[config.mk]
export PLATFORM = sky130hd
export DESIGN_NAME = filter_len_scheduler_flat
export DESIGN_NICKNAME = d
export VERILOG_FILES = /design/src/rtl/filter_len_scheduler_if.sv /design/src/rtl/filter_len_scheduler.sv /design/src/flat_wrapper.sv
export SDC_FILE = /design/constraint.sdc
export NUM_CORES = 1
export LEC_CHECK = 0
export BUFFER_PORTS_ARGS = -buffer_cell sky130_fd_sc_hd__buf_2
export CORE_MARGIN = 10
export CORE_UTILIZATION = 45
export CTS_BUF_LIST = sky130_fd_sc_hd__clkbuf_8
export DETAILED_ROUTE_END_ITERATION = 7
export PLACE_DENSITY_LB_ADDON = 0.25
export SLEW_MARGIN = 0
export SYNTH_ARGS = -nofsm -noshare
export SYNTH_HDL_FRONTEND = slang
export SYNTH_SLANG_ARGS = --single-unit
[constraint.sdc]
create_clock -name clk -period 2.5 [get_ports clk]
set_clock_uncertainty 0.15 [all_clocks]
set_input_delay 0.125 -clock clk [delete_from_list [all_inputs] [get_ports clk]]
set_output_delay 0.125 -clock clk [all_outputs]
set_load 0.01 [all_outputs]
[src/rtl/filter_len_scheduler_if.sv]
// filter_len_scheduler_if: host config, commit handshake and filter-bank signals of the length scheduler.
interface filter_len_scheduler_if #(
  parameter int NUM_CH = 3,
  parameter int CH_W   = 2
);
  logic                   cfg_valid;
  logic                   cfg_ready;
  logic [CH_W-1:0]        cfg_chan;
  logic                   cfg_all;
  logic [31:0]            cfg_len;
  logic                   commit_req;
  logic                   commit_ack;
  logic                   busy;
  logic [NUM_CH-1:0]      filtered_in;
  logic [32*NUM_CH-1:0]   filter_len_out;
  logic [NUM_CH-1:0]      load_filter_len;
  logic                   clamp_flag;
  logic                   chan_err_flag;
  logic                   timeout_flag;
  logic                   clear_flags;
  modport master (
    output cfg_valid, cfg_chan, cfg_all, cfg_len, commit_req, filtered_in, clear_flags,
    input  cfg_ready, commit_ack, busy, filter_len_out, load_filter_len, clamp_flag, chan_err_flag, timeout_flag
  );
  modport slave (
    input  cfg_valid, cfg_chan, cfg_all, cfg_len, commit_req, filtered_in, clear_flags,
    output cfg_ready, commit_ack, busy, filter_len_out, load_filter_len, clamp_flag, chan_err_flag, timeout_flag
  );
endinterface

[src/rtl/filter_len_scheduler.sv]
// filter_len_scheduler: clamped per-channel shadow filter lengths, applied to the bank in one atomic load pulse.
// Define FILTER_SCHED_QUIET_WAIT_EN to hold the apply until filtered_in has been quiet (bounded by a timeout).
module filter_len_scheduler #(
  parameter int          NUM_CH         = 3,
  parameter int          CH_W           = 2,
  parameter logic [31:0] DEFAULT_LEN    = 32'd50000,
  parameter logic [31:0] MIN_LEN        = 32'd10,
  parameter logic [31:0] MAX_LEN        = 32'd1000000,
  parameter int          QUIET_CYCLES   = 64,
  parameter int          TIMEOUT_CYCLES = 4096
) (
  input logic                   clk,
  input logic                   reset,
  filter_len_scheduler_if.slave bus
);
  localparam logic [1:0] S_IDLE  = 2'd0;
  localparam logic [1:0] S_APPLY = 2'd2;
  logic [1:0]        r_state, w_next;
  logic [31:0]       r_len [NUM_CH];
  logic [NUM_CH-1:0] r_dirty, w_wr_mask;
  logic              r_clamp, r_chan_err;
  logic              w_idle, w_apply, w_accept, w_chan_bad, w_wr, w_lo, w_hi;
  logic [31:0]       w_len;
  assign w_idle     = r_state == S_IDLE;
  assign w_apply    = r_state == S_APPLY;
  assign w_accept   = bus.cfg_valid && w_idle;
  assign w_chan_bad = 32'(bus.cfg_chan) >= 32'(NUM_CH);
  assign w_wr       = w_accept && (bus.cfg_all || !w_chan_bad);
  assign w_lo       = bus.cfg_len < MIN_LEN;
  assign w_hi       = bus.cfg_len > MAX_LEN;
  assign w_len      = w_lo ? MIN_LEN : w_hi ? MAX_LEN : bus.cfg_len;
  for (genvar g = 0; g < NUM_CH; g++) begin : g_ch
    assign w_wr_mask[g]                   = w_wr && (bus.cfg_all || bus.cfg_chan == CH_W'(g));
    assign bus.filter_len_out[32*g +: 32] = r_len[g];
  end
  assign bus.cfg_ready       = w_idle;
  assign bus.busy            = !w_idle;
  assign bus.commit_ack      = w_apply;
  assign bus.load_filter_len = w_apply ? r_dirty : '0;
  assign bus.clamp_flag      = r_clamp;
  assign bus.chan_err_flag   = r_chan_err;
  always_ff @(posedge clk)
    if (reset) begin
      for (int k = 0; k < NUM_CH; k++) r_len[k] <= DEFAULT_LEN;
      r_dirty    <= '0;
      r_clamp    <= 1'b0;
      r_chan_err <= 1'b0;
      r_state    <= S_IDLE;
    end else begin
      for (int k = 0; k < NUM_CH; k++) if (w_wr_mask[k]) r_len[k] <= w_len;
      r_dirty    <= (w_apply ? '0 : r_dirty) | w_wr_mask;
      r_clamp    <= (w_wr && (w_lo || w_hi)) || (r_clamp && !bus.clear_flags);
      r_chan_err <= (w_accept && !bus.cfg_all && w_chan_bad) || (r_chan_err && !bus.clear_flags);
      r_state    <= w_next;
    end
`ifdef FILTER_SCHED_QUIET_WAIT_EN
  localparam logic [1:0] S_QUIET = 2'd1;
  localparam int         QW      = $clog2(QUIET_CYCLES + 1);
  localparam int         TW      = $clog2(TIMEOUT_CYCLES + 1);
  logic [NUM_CH-1:0] r_prev;
  logic [QW-1:0]     r_quiet;
  logic [TW-1:0]     r_tmo;
  logic              r_tmo_flag, w_change, w_quiet_ok, w_tmo_hit, w_quiet;
  assign w_quiet          = r_state == S_QUIET;
  assign w_change         = bus.filtered_in != r_prev;
  assign w_quiet_ok       = !w_change && r_quiet == QW'(QUIET_CYCLES - 1);
  assign w_tmo_hit        = r_tmo == TW'(TIMEOUT_CYCLES - 1);
  assign bus.timeout_flag = r_tmo_flag;
  always_comb w_next = w_idle ? (bus.commit_req ? S_QUIET : S_IDLE) : w_quiet ? (w_quiet_ok || w_tmo_hit ? S_APPLY : S_QUIET) : S_IDLE;
  // a quiet window reached on the timeout cycle takes precedence, so no timeout is reported
  always_ff @(posedge clk)
    if (reset) begin
      r_prev     <= '0;
      r_quiet    <= '0;
      r_tmo      <= '0;
      r_tmo_flag <= 1'b0;
    end else begin
      r_prev     <= bus.filtered_in;
      r_quiet    <= !w_quiet || w_change ? '0 : r_quiet + 1'b1;
      r_tmo      <= !w_quiet ? '0 : r_tmo + 1'b1;
      r_tmo_flag <= (w_quiet && !w_quiet_ok && w_tmo_hit) || (r_tmo_flag && !bus.clear_flags);
    end
`else
  always_comb w_next = w_idle && bus.commit_req ? S_APPLY : S_IDLE;
  assign bus.timeout_flag = 1'b0;
`endif
endmodule

[src/flat_wrapper.sv]
// flat-port wrapper written by rule: the top's interface ports become plain ports
module filter_len_scheduler_flat 
#(
  parameter int          NUM_CH         = 3,
  parameter int          CH_W           = 2,
  parameter logic [31:0] DEFAULT_LEN    = 32'd50000,
  parameter logic [31:0] MIN_LEN        = 32'd10,
  parameter logic [31:0] MAX_LEN        = 32'd1000000,
  parameter int          QUIET_CYCLES   = 64,
  parameter int          TIMEOUT_CYCLES = 4096
)
  (clk, reset, bus_cfg_valid, bus_cfg_chan, bus_cfg_all, bus_cfg_len, bus_commit_req, bus_filtered_in, bus_clear_flags, bus_cfg_ready, bus_commit_ack, bus_busy, bus_filter_len_out, bus_load_filter_len, bus_clamp_flag, bus_chan_err_flag, bus_timeout_flag);
  filter_len_scheduler_if #(.NUM_CH(NUM_CH), .CH_W(CH_W)) bus_i ();
  input logic clk;
  input logic reset;
  input wire logic [$bits(bus_i.cfg_valid)-1:0] bus_cfg_valid;
  input wire logic [$bits(bus_i.cfg_chan)-1:0] bus_cfg_chan;
  input wire logic [$bits(bus_i.cfg_all)-1:0] bus_cfg_all;
  input wire logic [$bits(bus_i.cfg_len)-1:0] bus_cfg_len;
  input wire logic [$bits(bus_i.commit_req)-1:0] bus_commit_req;
  input wire logic [$bits(bus_i.filtered_in)-1:0] bus_filtered_in;
  input wire logic [$bits(bus_i.clear_flags)-1:0] bus_clear_flags;
  output wire logic [$bits(bus_i.cfg_ready)-1:0] bus_cfg_ready;
  output wire logic [$bits(bus_i.commit_ack)-1:0] bus_commit_ack;
  output wire logic [$bits(bus_i.busy)-1:0] bus_busy;
  output wire logic [$bits(bus_i.filter_len_out)-1:0] bus_filter_len_out;
  output wire logic [$bits(bus_i.load_filter_len)-1:0] bus_load_filter_len;
  output wire logic [$bits(bus_i.clamp_flag)-1:0] bus_clamp_flag;
  output wire logic [$bits(bus_i.chan_err_flag)-1:0] bus_chan_err_flag;
  output wire logic [$bits(bus_i.timeout_flag)-1:0] bus_timeout_flag;
  assign bus_i.cfg_valid = bus_cfg_valid;
  assign bus_i.cfg_chan = bus_cfg_chan;
  assign bus_i.cfg_all = bus_cfg_all;
  assign bus_i.cfg_len = bus_cfg_len;
  assign bus_i.commit_req = bus_commit_req;
  assign bus_i.filtered_in = bus_filtered_in;
  assign bus_i.clear_flags = bus_clear_flags;
  assign bus_cfg_ready = bus_i.cfg_ready;
  assign bus_commit_ack = bus_i.commit_ack;
  assign bus_busy = bus_i.busy;
  assign bus_filter_len_out = bus_i.filter_len_out;
  assign bus_load_filter_len = bus_i.load_filter_len;
  assign bus_clamp_flag = bus_i.clamp_flag;
  assign bus_chan_err_flag = bus_i.chan_err_flag;
  assign bus_timeout_flag = bus_i.timeout_flag;
  filter_len_scheduler #(.NUM_CH(NUM_CH), .CH_W(CH_W), .DEFAULT_LEN(DEFAULT_LEN), .MIN_LEN(MIN_LEN), .MAX_LEN(MAX_LEN), .QUIET_CYCLES(QUIET_CYCLES), .TIMEOUT_CYCLES(TIMEOUT_CYCLES)) u_core (.clk(clk), .reset(reset), .bus(bus_i));
endmodule
======== Yosys cells after proc, flatten, opt, wreduce, memory -nomap -nowiden ========
Memory sizes are Yosys's and may differ from the RTL's.
Index checks and enable logic that the tools add are counted.
operators by class
  reductions and logical operators ........ 24
  $lt $le $gt $ge ......................... 3
  bitwise gates (word level) .............. 4
  multiplexer cells ....................... 19
  equality and inequality tests ........... 3
operator list
  cell                    count
  $mux W32                5
  $gt A32 B20 Y1 const B  1
  $lt A32 B4 Y1 const B   1
  $logic_and A1 B1 Y1     11
  $mux W1                 11
  $logic_or A1 B1 Y1      7
  $mux W3                 2
  $eq A2 B2 Y1 const B    2
  $logic_not A1 Y1        4
  $logic_not A2 Y1        2
  $or A1 B1 Y1            3
  $or A3 B3 Y3            1
  $eq A2 B1 Y1 const B    1
  $ge A2 B2 Y1 const B    1
  $mux W2                 1
word-level totals
  memory bits (writable) .................. 96
  word-level logic and storage cells ...... 58
  memories ................................ 1
  register bits ........................... 7
memory list
  name          words  bits a word  rd ports  clocked after Yosys merged registers in  wr ports  RTL line                    source
  u_core.r_len  3      32           3         0                                        3         filter_len_scheduler.sv:19  logic [31:0] r_len [NUM_CH];

======== Longest topological paths before layout ========
  depth after elaboration ................. 9
  gate-level depth with buffers ........... 5

======== Least setup slack after synthesis ========
Ideal clock, no wire load.
  path kind ............................... flip-flop to flip-flop
  start point ............................. reg u_core.r_state[1]
  end point ............................... mem u_core.r_len[1][0] (netlist: u_core.r_len[0][32]) (enable)
  setup slack ............................. 408 ps
  stages on the path, launching flop included .. 4
  buffers on the path ..................... 0
  arrival ................................. 1548 ps
  clock period less this slack ............ 2092 ps
  cells stage by stage .................... dfxtp_1 nor2b_1 o21ai_0 nand2b_1
RTL lines
  item                    RTL line                    source
  start, declared         filter_len_scheduler.sv:18  logic [1:0] r_state, w_next;
  start signal, assigned  filter_len_scheduler.sv:54  r_state <= w_next;
  end, declared           filter_len_scheduler.sv:19

==> flow_summary.toml <==
[die]
coreArea_sq_um = 7850
die_h_microns = 110
dieWidth_microns = 110
initial_core_util_pct = 46.7
ios = 148
die-area_sq_um = 12200
rows = 32

[power_and_ir_drop]
power.density_nw_per_um2 = 671
power.leakage_nw = 2.06
vdd.ir_drop.worst_uv = 572

[clock_tree]
clk_latency_ps = 360
clkTransAtPathRegs_ps = 110
cts-htree-levels = 3
cts_root_buf = "clkbuf_8"
cts_tree = "done"
clock_sinks = 102
cts_buffers = 9
cts_buffer_depth = 2
post-cts-setup-buffers = 0

[timing]
setup_slack_ps = 336
rsz0062_at_grt = "no"
finalSetupViolCount = 0
period_needed_ps = 2160
hold_viol_final = 0
slew_viol_final = 0
whs_ps = 19.2
tightest_slew_ps = 800
fin_crit_sh_pct = 86.6
finalSetupTns_ps = 0
fmax_ghz = 0.462
max_slew_margin_pct = 46.7

[worst_setup_path]
reg2reg_to = "u_core.r_len[0][7]"
arrival_ps = 2100
rrSetupSlack_ps = 510
startpoint_type = "input port"
worstSetupPathType = "input port to flop"
cp.required_ps = 2430
timing.rr.start = "u_core.r_state[1]"
path_max_fanout = 14
worstRegToRegCells = 4
crit_path_start = "bus_cfg_len[6]"
endpoint_kind = "flop"
endpoint = "u_core.r_len[0][72]"

[global_route]
grt_pass1_vias = 2386
grt-ovfl-total = 0
grt_first_pass_wirelength_microns = 12800
grtUsageTotal_pct = 14.2
grt_antenna_before_repair = 1
grt_max_degree = 22

[synthesis]
synth-seq-cells = 102
synth.distinct_cells = 38
syn_area_sq_um = 3670
synthArstFlopShare_pct = 0
syn_inst = 198
yosysMostFrequentCell = "edfxtp_1"
syn_area_per_cell_sq_um = 18.5
synth_area_leaders = "edfxtp_1, dfxtp_1, nor4b_2"
synth_warnings = 0
synth_top_area_share_pct = 78.6
synth-edff-count = 96
yosys-top-cells-count = "edfxtp_1, nor2_1, nor4b_2, o21ai_0"
synth_ff_type = "edfxtp_1"
yosysTopAreaCell = "edfxtp_1"
yosysSeqAreaShare_pct = 81.9

[placed_design]
dp_hpwl_microns = 6650
place.port_buffers = 143
place.gp.congestion = 0.809
dp_slack_ps = 238

[detailed_routing]
routedWlPerCell_microns = 17.3
via_count = 2306
dr.pass1.iters = 4
vias_per_cell = 4.58
routed_wl_microns = 8730
drc = 0
antenna_left = 0
first_iter_violations = 118

[status]
status = "finished, final reports clean"

[final_layout]
syn_to_final_growth_pct = 35.1
diodes = 0
drive_gt1_share_pct = 44.5
final_nets = 440

[hold_path]
hold_path_class = "input port to flop"

[job]
cap_violations = 0
## worst min path at each step
stage / start / to / slack [ps] / depth (start not counted)
2_1_floorplan: bus_commit_req / u_core.r_state[1] / 140 / 1
3_3_place_gp: bus_commit_req / u_core.r_state[1] / 240 / 2
3_5_place_dp: bus_commit_req / u_core.r_state[1] / 240 / 2
4_1_cts: bus_cfg_len[4] / u_core.r_len[0][36] / 10 / 3
5_1_grt: bus_cfg_len[18] / u_core.r_len[0][82] / 30 / 3
6_report: bus_cfg_len[18] / u_core.r_len[0][50] / 20 / 3
## critical path, stage by stage
cell           delay, ps
dlygate4sd3_1        530
buf_2                140
o31ai_1               80
or3b_1               370
o221ai_2             630
o21ai_1              220
## state kept, by name, summed over array words and instances (netlist names)
register                  flops
u_core.r_len                 96
u_core.bus.clamp_flag         1
u_core.r_state                1
u_core.r_dirty                3
u_core.bus.chan_err_flag      1
## layer usage
| layer | global-route usage, % | wire [microns] |
|---|---|---|
| met2 | 23.1 | 4420 |
| met4 | 6.06 | 165 |
| met1 | 16.3 | 3320 |
| met3 | 5.75 | 813 |
| met5 | 0 | 7 |
## through the flow
stage | power, mW | util [%] | cell area [sq um] | instances
finish | 3.33 | 63.2 | 4960 | 504
global route | 3.48 | 63.2 | 4960 | 504
CTS | 3.35 | 63.2 | 4960 | 504
detailed placement | 2.38 | 59.7 | 4680 | 480
global placement | 2.37 | 59.7 | 4680 | 480
floorplan | 2.19 | - | 3800 | 234
## layout make-up
cell class,count,area [sq um]
Clock inverter,7,68.8
Clock buffer,9,124
Timing Repair Buffer,158,873
Multi-Input combinational cell,120,738
Sequential cell,102,3000
Inverter,6,22.5
Fill cell,642,2890
Tap cell,102,128
## cell families after synthesis
kind of cell	count (synthesis)	synth area share, %
other	1	0.102
DFF	102	81.9
AOI/OAI and AO/OA	26	4.57
and+or+nand+nor	57	11.6
buffers and inverters	12	1.84
## power breakdown
group,internal (mW),switching (mW),total (mW)
logic,0.131,0.205,0.336
clock network,0.388,0.598,0.986
registers,1.98,0.0253,2.01
total,2.50,0.828,3.33
## repair_timing
action                     in CTS  in global routing
hold endpoints to repair        8                  0
hold buffers                    8                  0
resized for setup               0                  0
setup endpoints to repair       0                  0
## cell usage in the layout, fill, tap and decap left out, types with 2 or more instances in the layout
cell type | synthesis | layout
clkinv_4 | 0 | 2
o21ai_1 | 4 | 4
dfxtp_1 | 6 | 6
conb_1 | 1 | 37
inv_8 | 0 | 2
nor2b_1 | 3 | 3
nor2_1 | 12 | 12
dlygate4sd3_1 | 0 | 8
a211oi_1 | 2 | 2
nand2b_1 | 6 | 4
and2_1 | 2 | 2
o21ai_0 | 7 | 7
nand3_1 | 3 | 3
buf_12 | 0 | 2
buf_4 | 2 | 5
nor4b_2 | 7 | 7
nor4_1 | 5 | 5
buf_2 | 0 | 143
nand3b_1 | 2 | 2
edfxtp_1 | 96 | 96
a21oi_1 | 5 | 5
or3_1 | 3 | 3
clkbuf_8 | 0 | 9
a32oi_1 | 2 | 2
inv_1 | 6 | 6
nand2b_2 | 0 | 2
and3_1 | 4 | 4
(Power assumes the default switching activity.)
